==> src/rtl/inst_loader.sv <==
// Program loader: packs UART bytes big-endian into instruction words and
// writes them to instruction memory until a halt word, overflow or timeout.
module inst_loader #(
  parameter int unsigned          INST_SZ   = 32,
  parameter int unsigned          BYTE_SZ   = 8,
  parameter int unsigned          MEM_SZ    = 10,
  parameter logic [INST_SZ-1:0]   HALT_INST = 32'hFFFF_FFFF,
  parameter int unsigned          TIMEOUT   = 100000
) (
  input  logic               i_clk,
  input  logic               i_reset,
  input  logic               i_start,
  input  logic [BYTE_SZ-1:0] i_rx_data,
  input  logic               i_rx_done,
  output logic [INST_SZ-1:0] o_instruction,
  output logic               o_write,
  output logic [MEM_SZ-1:0]  o_addr,
  output logic [MEM_SZ:0]    o_word_count,
  output logic               o_busy,
  output logic               o_done,
  output logic               o_error
);

  localparam int unsigned SR_W = INST_SZ - BYTE_SZ;
  localparam int unsigned TO_W = (TIMEOUT > 2) ? $clog2(TIMEOUT) : 1;
  localparam logic [TO_W-1:0]   TO_LAST  = TO_W'(TIMEOUT - 1);
  localparam logic [MEM_SZ:0]   CAPACITY = {1'b1, {MEM_SZ{1'b0}}};

  typedef enum logic [2:0] {
    IDLE,
    RECV,
    WRITE,
    DONE,
    ERROR
  } state_t;

  state_t state, state_next;

  // Only the lower three bytes of the shift register are ever shifted on,
  // so the top byte is not stored; the full word is captured directly.
  logic [SR_W-1:0]    sr;
  logic [1:0]         byte_idx;
  logic [TO_W-1:0]    to_cnt;
  logic [INST_SZ-1:0] new_word;
  logic [MEM_SZ:0]    count_plus;

  logic clear_load;
  logic take_byte;
  logic load_word;
  logic to_inc;
  logic count_inc;

  assign new_word   = {sr, i_rx_data};
  assign count_plus = o_word_count + (MEM_SZ + 1)'(1);
  assign o_addr     = o_word_count[MEM_SZ-1:0];

  always_comb begin
    state_next = state;
    clear_load = 1'b0;
    take_byte  = 1'b0;
    load_word  = 1'b0;
    to_inc     = 1'b0;
    count_inc  = 1'b0;
    case (state)
      IDLE, DONE, ERROR: begin
        if (i_start) begin
          state_next = RECV;
          clear_load = 1'b1;
        end
      end
      RECV: begin
        if (i_rx_done) begin
          take_byte = 1'b1;
          if (byte_idx == 2'd3) begin
            load_word  = 1'b1;
            state_next = WRITE;
          end
        end else if (to_cnt == TO_LAST) begin
          state_next = ERROR;
        end else begin
          to_inc = 1'b1;
        end
      end
      WRITE: begin
        count_inc = 1'b1;
        if (o_instruction == HALT_INST) begin
          state_next = DONE;
        end else if (count_plus == CAPACITY) begin
          state_next = ERROR;
        end else begin
          state_next = RECV;
          // A byte arriving during the write cycle starts the next word.
          take_byte  = i_rx_done;
        end
      end
      default: state_next = IDLE;
    endcase
  end

  always_ff @(posedge i_clk) begin
    if (!i_reset) begin
      state         <= IDLE;
      sr            <= '0;
      byte_idx      <= '0;
      to_cnt        <= '0;
      o_word_count  <= '0;
      o_instruction <= '0;
      o_write       <= 1'b0;
      o_busy        <= 1'b0;
      o_done        <= 1'b0;
      o_error       <= 1'b0;
    end else begin
      state   <= state_next;
      o_write <= (state_next == WRITE);
      o_busy  <= (state_next == RECV) || (state_next == WRITE);
      o_done  <= (state_next == DONE);
      o_error <= (state_next == ERROR);

      if (clear_load) begin
        sr            <= '0;
        byte_idx      <= '0;
        to_cnt        <= '0;
        o_word_count  <= '0;
        o_instruction <= '0;
      end
      if (take_byte) begin
        sr       <= new_word[SR_W-1:0];
        byte_idx <= byte_idx + 2'd1;
        to_cnt   <= '0;
      end
      if (load_word) begin
        o_instruction <= new_word;
      end
      if (to_inc) begin
        to_cnt <= to_cnt + TO_W'(1);
      end
      if (count_inc) begin
        o_word_count <= count_plus;
      end
    end
  end

endmodule

==> config.mk <==
export PLATFORM = sky130hd
export DESIGN_NAME = inst_loader
export DESIGN_NICKNAME = d
export VERILOG_FILES = /design/src/rtl/inst_loader.sv
export SDC_FILE = /design/constraint.sdc
export NUM_CORES = 1
export LEC_CHECK = 0
export BUFFER_PORTS_ARGS = -buffer_cell sky130_fd_sc_hd__buf_2
export CORE_UTILIZATION = 30
export DETAILED_ROUTE_END_ITERATION = 7
export SYNTH_ARGS = -nofsm -noshare
export SYNTH_HDL_FRONTEND = slang
export SYNTH_SLANG_ARGS = --single-unit
==> constraint.sdc <==
create_clock -name i_clk -period 1.8 [get_ports i_clk]
set_input_delay 0.36 -clock i_clk [delete_from_list [all_inputs] [get_ports i_clk]]
set_output_delay 0.36 -clock i_clk [all_outputs]
set_load 0.05 [all_outputs]
=== Yosys cells after proc, flatten, opt, wreduce, memory -nomap -nowiden ===
Cells that the tools add are included.

* Register bits: 93
* Latch bits: 0
* Bits in writable memories: 0
* Bits in read-only memories: 0
* Output and inout port bits: 57
* Word-level logic and storage cells: 63
* Memories kept: 0

* $add $sub $neg: 3
* Multipliers: 0
* Divide/modulo/power cells: 0
* Magnitude comparators: 0
* Eq/ne operators: 12
* Shift-type cells: 0
* Muxes and demuxes: 31
* Bitwise operators: 0
* Reduce and logical (&&, ||, !) cells: 7

{| class="wikitable"
|+ Operators by type and width
! kind !! count
|-
| $mux 32 || 2
|-
| $mux 17 || 3
|-
| $mux 24 || 2
|-
| $eq 32x32->1 const B || 1
|-
| $mux 11 || 2
|-
| $mux 3 || 6
|-
| $add 17x1->17 const B || 1
|-
| $eq 17x17->1 const B || 1
|-
| $eq 3x2->1 const B || 4
|-
| $mux 1 || 12
|-
| $add 11x1->11 const B || 1
|-
| $eq 11x11->1 const B || 1
|-
| $pmux 3 s3 || 1
|-
| $eq 3x1->1 const B || 2
|-
| $eq 3x3->1 const B || 2
|-
| $reduce_bool 2->1 || 3
|-
| $mux 2 || 2
|-
| $logic_not 3->1 || 1
|-
| $reduce_bool 3->1 || 1
|-
| $reduce_or 3->1 || 1
|-
| $add 2x1->2 const B || 1
|-
| $eq 2x2->1 const B || 1
|-
| $pmux 1 s2 || 1
|-
| $logic_or 1x1->1 || 1
|}

=== Logic depth before layout (Yosys ltp) ===
* Depth in word-level cells: 7
* Gate-level depth with buffers: 8
* Depth with buffers taken out: 7

=== Worst setup path before layout ===
Ideal clock, no wire load.

* Kind: register to register
* Start point: reg o_word_count[3]
* End point: reg to_cnt[10]
* Library setup time: 115 ps
* Arrival time: 2,148 ps
* Path slack: -463 ps
* Stages on the path, launching flop included: 9
* Clock period less this slack: 2,263 ps
* Cells stage by stage: dfxtp_1 > buf_2 > nand4_1 > o311a_1 > o221ai_2 > o22a_2 > nand2b_4 > buf_6 > nor2_1

* Longest elaborated chain between the ends: 7
* Elaborated cells on any way between the ends: 8
* Those cells by class: add/sub: 1; eq/ne: 1; mux: 5; reduce/logical: 1

{| class="wikitable"
|+ RTL lines
! what !! line !! RTL
|-
| start: declaration || 18 || <nowiki>output logic [MEM_SZ:0] o_word_count,</nowiki>
|-
| start signal: assignment || 138 || <nowiki>o_word_count <= count_plus;</nowiki>
|-
| $add 11x1->11 (*) || 54 || <nowiki>assign count_plus = o_word_count + (MEM_SZ + 1)'(1);</nowiki>
|-
| $eq 11x11->1 (*) || 88 || <nowiki>end else if (count_plus == CAPACITY) begin</nowiki>
|-
| $mux 1 (*) || 88 ||
|-
| $mux 1 (*) || 86 || <nowiki>if (o_instruction == HALT_INST) begin</nowiki>
|-
| $pmux 1 s2 (*) || 64 || <nowiki>case (state)</nowiki>
|-
| $mux 17 || 126 || <nowiki>if (take_byte) begin</nowiki>
|-
| $mux 17 || 134 || <nowiki>if (to_inc) begin</nowiki>
|-
| end signal: assignment || 135 || <nowiki>to_cnt <= to_cnt + TO_W'(1);</nowiki>
|-
| end: declaration || 43 || <nowiki>logic [TO_W-1:0] to_cnt;</nowiki>
|}

Every way passes the cells marked *; elsewhere a longest branch is shown, timed or not.
A chain may end at the register's enable or synchronous reset.

=== Final worst setup path ===
* Start point: reg o_word_count[5]
* End point: reg sr[5]

* Longest elaborated chain between the ends: 6
* Elaborated cells on any way between the ends: 7
* Those cells by class: add/sub: 1; eq/ne: 1; mux: 4; reduce/logical: 1

{| class="wikitable"
|+ RTL lines
! what !! line !! RTL
|-
| $add 11x1->11 (*) || 54 ||
|-
| $eq 11x11->1 (*) || 88 ||
|-
| $mux 1 (*) || 88 ||
|-
| $mux 1 (*) || 86 ||
|-
| $pmux 1 s2 (*) || 64 ||
|-
| $mux 24 or $reduce_bool 2->1 (tied branches) || - ||
|-
| end signal: assignment || 127 || <nowiki>sr <= new_word[SR_W-1:0];</nowiki>
|-
| end: declaration || 41 || <nowiki>logic [SR_W-1:0] sr;</nowiki>
|}

Marks and branches as above.

==> metrics <==
Top delay family on crit path simple AND/OR/NAND/NOR gates; Die Area 13700 sq um; Reg area 1930 sq um; Area growth syn-to-layout 31.9%; number of port buffers 68; Hold Violations, Final 0; Initial Util 31.1%; Post-Layout Cell Count 731; Buf+Inv Stages, Crit Path 2; Req. time, crit path 2.07 ns; ant diodes 0; headroom to the max-slew limit 61.9%; detailed-route wire length per cell 14.1 microns; Cell Count Post-Placement 707; Die X 117 microns; CTS sink count 93; asr flop ratio synth 0%; Power per Cell Area 862 nW/um^2; DR pass1 iterations 4; WL final 10.3 mm; Clock Pin Slew Worst Setup and Hold Paths 0.07 ns; Startpoint Class register; layout cells sized above 1 34.0%; ys flop type dfxtp_1; cts bufs inserted 9; CP max-delay cell or4_4; Tmin final 1.96 ns; Final ANT Viol Nets 0; Syn Inst Count 470; global-route wire length before repair 16.3 mm; syn_area_per_cell 8.45 sq um; Final WS setup -0.159 ns; drt initial violations 260; nature of the critical path endpoint register; Syn Nets 485; Fin Clk Skew 0.00846 ns; Hold WS 0.264 ns; initial antenna violation count 0; Worst-Margin Slew 0.572 ns; vias in the first global route 3300; number of synthesis warnings 0; # hold bufs at CTS 0; post-synthesis sequential area ratio 46.9%; LEAKAGE 0.00214 uW; number of synthesized flops with an enable pin 0; Rows 41; number of max-cap violations 0; multi-input logic area 1950 sq um; HPWL Detailed 6.93 mm; CTS Buffer Depth 2; final setup vio count 45; fin. max-slew vios 0; Fill cells 1271; CP max stage delay 0.54 ns; Post-Syn Area 3970 sq um; worst setup path class register to register; FF+latch count, synth 93; GPL Wtd Cong 0.826; TritonCTS clock tree yes; GR Overflow Total 0; Die Height 117 microns; Post-route DRC 0; H-tree depth 3; CORE AREA 12800 sq um; IO Pins 69; Post-DP Area 4710 sq um; Min-Delay Path Class primary input to register; CP Cell Sequence or4_4 > nor4_4 > o221ai_2 > a22oi_2 > buf_4 > clkbuf_16 > nand3_1 > o21ai_0; Via-to-Cell Ratio 5.14; fmax 510 MHz; design area 5240 sq um; violated checks setup timing; worst skew pair latency 0.35 ns; Setup TNS Final -5.25 ns; Peak VDD IR 0.392 mV; Overall Global Routing Usage 15.3%; Via Count 3757; largest net degree at the start of global routing 28; Final Cycle Share 109%; library cells used by synthesis 48; crit path DAT 2.23 ns; status complete, but fails checks; CP max FO 12; RSZ-0062 raised after global routing yes; clk root buf clkbuf_16; layout net count 569
[cells by family after synthesis]
family                   Yosys count  synth area share (%)
AO/OA/AOI/OAI                    109                  17.4
AND/OR/NAND/NOR                  203                  25.5
multiplexers                       1                 0.252
flip-flops                        93                  46.9
buffers and inverters             47                  5.96
adder cells (fa/ha/maj)            3                 0.946
XOR/XNOR                          14                  3.09
[timing repair]
item,in CTS,in global routing
setup endpoints to repair,50,63
gates cloned,2,4
resized for setup,7,9
pin swaps,10,0
setup buffers,2,0
[flip-flops by register name (all words and copies together), names as in the netlist]
name and flops:
byte_idx 2, o_busy 1, o_done 1, o_error 1
o_instruction 32, o_word_count 11, o_write 1, sr 24
state 3, to_cnt 17
[worst paths after layout]
kind	slack, ns	to	cells past startpoint	start
setup / recovery	-0.16	sr[5]	8	o_word_count[5]
setup reg to reg	-0.16	sr[5]	8	o_word_count[5]
hold reg to reg	0.46	sr[21]	2	sr[21]
hold / removal	0.26	sr[7]	3	i_rx_data[7]
[metrics by stage]
stage                     setup slack [ns]  utilization (%)  power (uW)
final                               -0.159             41.0        4510
after global routing                -0.269             41.0        4680
after CTS                           -0.132             40.2        4540
after detailed placement            -0.161             36.9        2360
after global placement              -0.119             36.9        2360
after floorplan                     -0.117                -        2280
[tightest hold or removal path, stage by stage]
cell     delay [ns]
buf_2          0.11
nand2_1        0.05
o21ai_1        0.05
[per-layer routing]
metal,share of wire (%),vias up,GRT usage (%)
met5,0,-,0
met4,2.2,0,6.75
met3,4.2,18,2.99
met2,44,128,23.5
met1,50,1769,21.0
li1,-,1842,-
[placed cells by master (no fill, tap or decap), drive strengths merged, types with 5 or more instances in the layout]
cell type / Yosys / layout
buf: 23 / 112
dfxtp: 93 / 93
nor2: 60 / 60
nand2: 38 / 38
nand3: 37 / 37
o21ai: 37 / 37
a22oi: 34 / 34
a21oi: 22 / 22
nand4: 18 / 18
clkbuf: 20 / 14
xor2: 12 / 12
and3: 9 / 9
nand2b: 8 / 9
and2: 6 / 6
inv: 4 / 6
nor4: 5 / 5
[Yosys cell counts (all sizes together), types with 3 or more instances]
master   n  area, sq um
a21oi   22          110
nand4   18          113
xor2    12          105
nor3     3         15.0
nor3b    4         30.0
a22oi   34          260
o21ai   37          185
nand3b   3         22.5
nor4     5         37.5
and4     3         26.3
nand2   38          143
nand3   37          185
nand2b   8         57.6
nor2    60          225
ha       3         37.5
and2     6         37.5
clkbuf  20         77.6
dfxtp   93         1860
nor2b    4         25.0
buf     23          144
and3     9         56.3
inv      4         15.0
a31oi    4         25.0
[layout make-up]
cell class,count,area share (%)
Clock buffer,11,4.85
Clock inverter,5,1.65
Timing Repair Buffer,115,15.0
Tap cell,172,4.11
Multi-Input combinational cell,331,37.2
Sequential cell,93,36.9
Inverter,4,0.287
[where the power goes]
group / switching, uW / internal [uW] / leakage (uW) / total, uW
clock: 829 / 1310 / 0.000166 / 2140
combinational: 182 / 114 / 0.00120 / 297
sequential: 12.2 / 2060 / 0.000773 / 2070
total: 1020 / 3490 / 0.00214 / 4510
(Power assumes the default switching activity.)
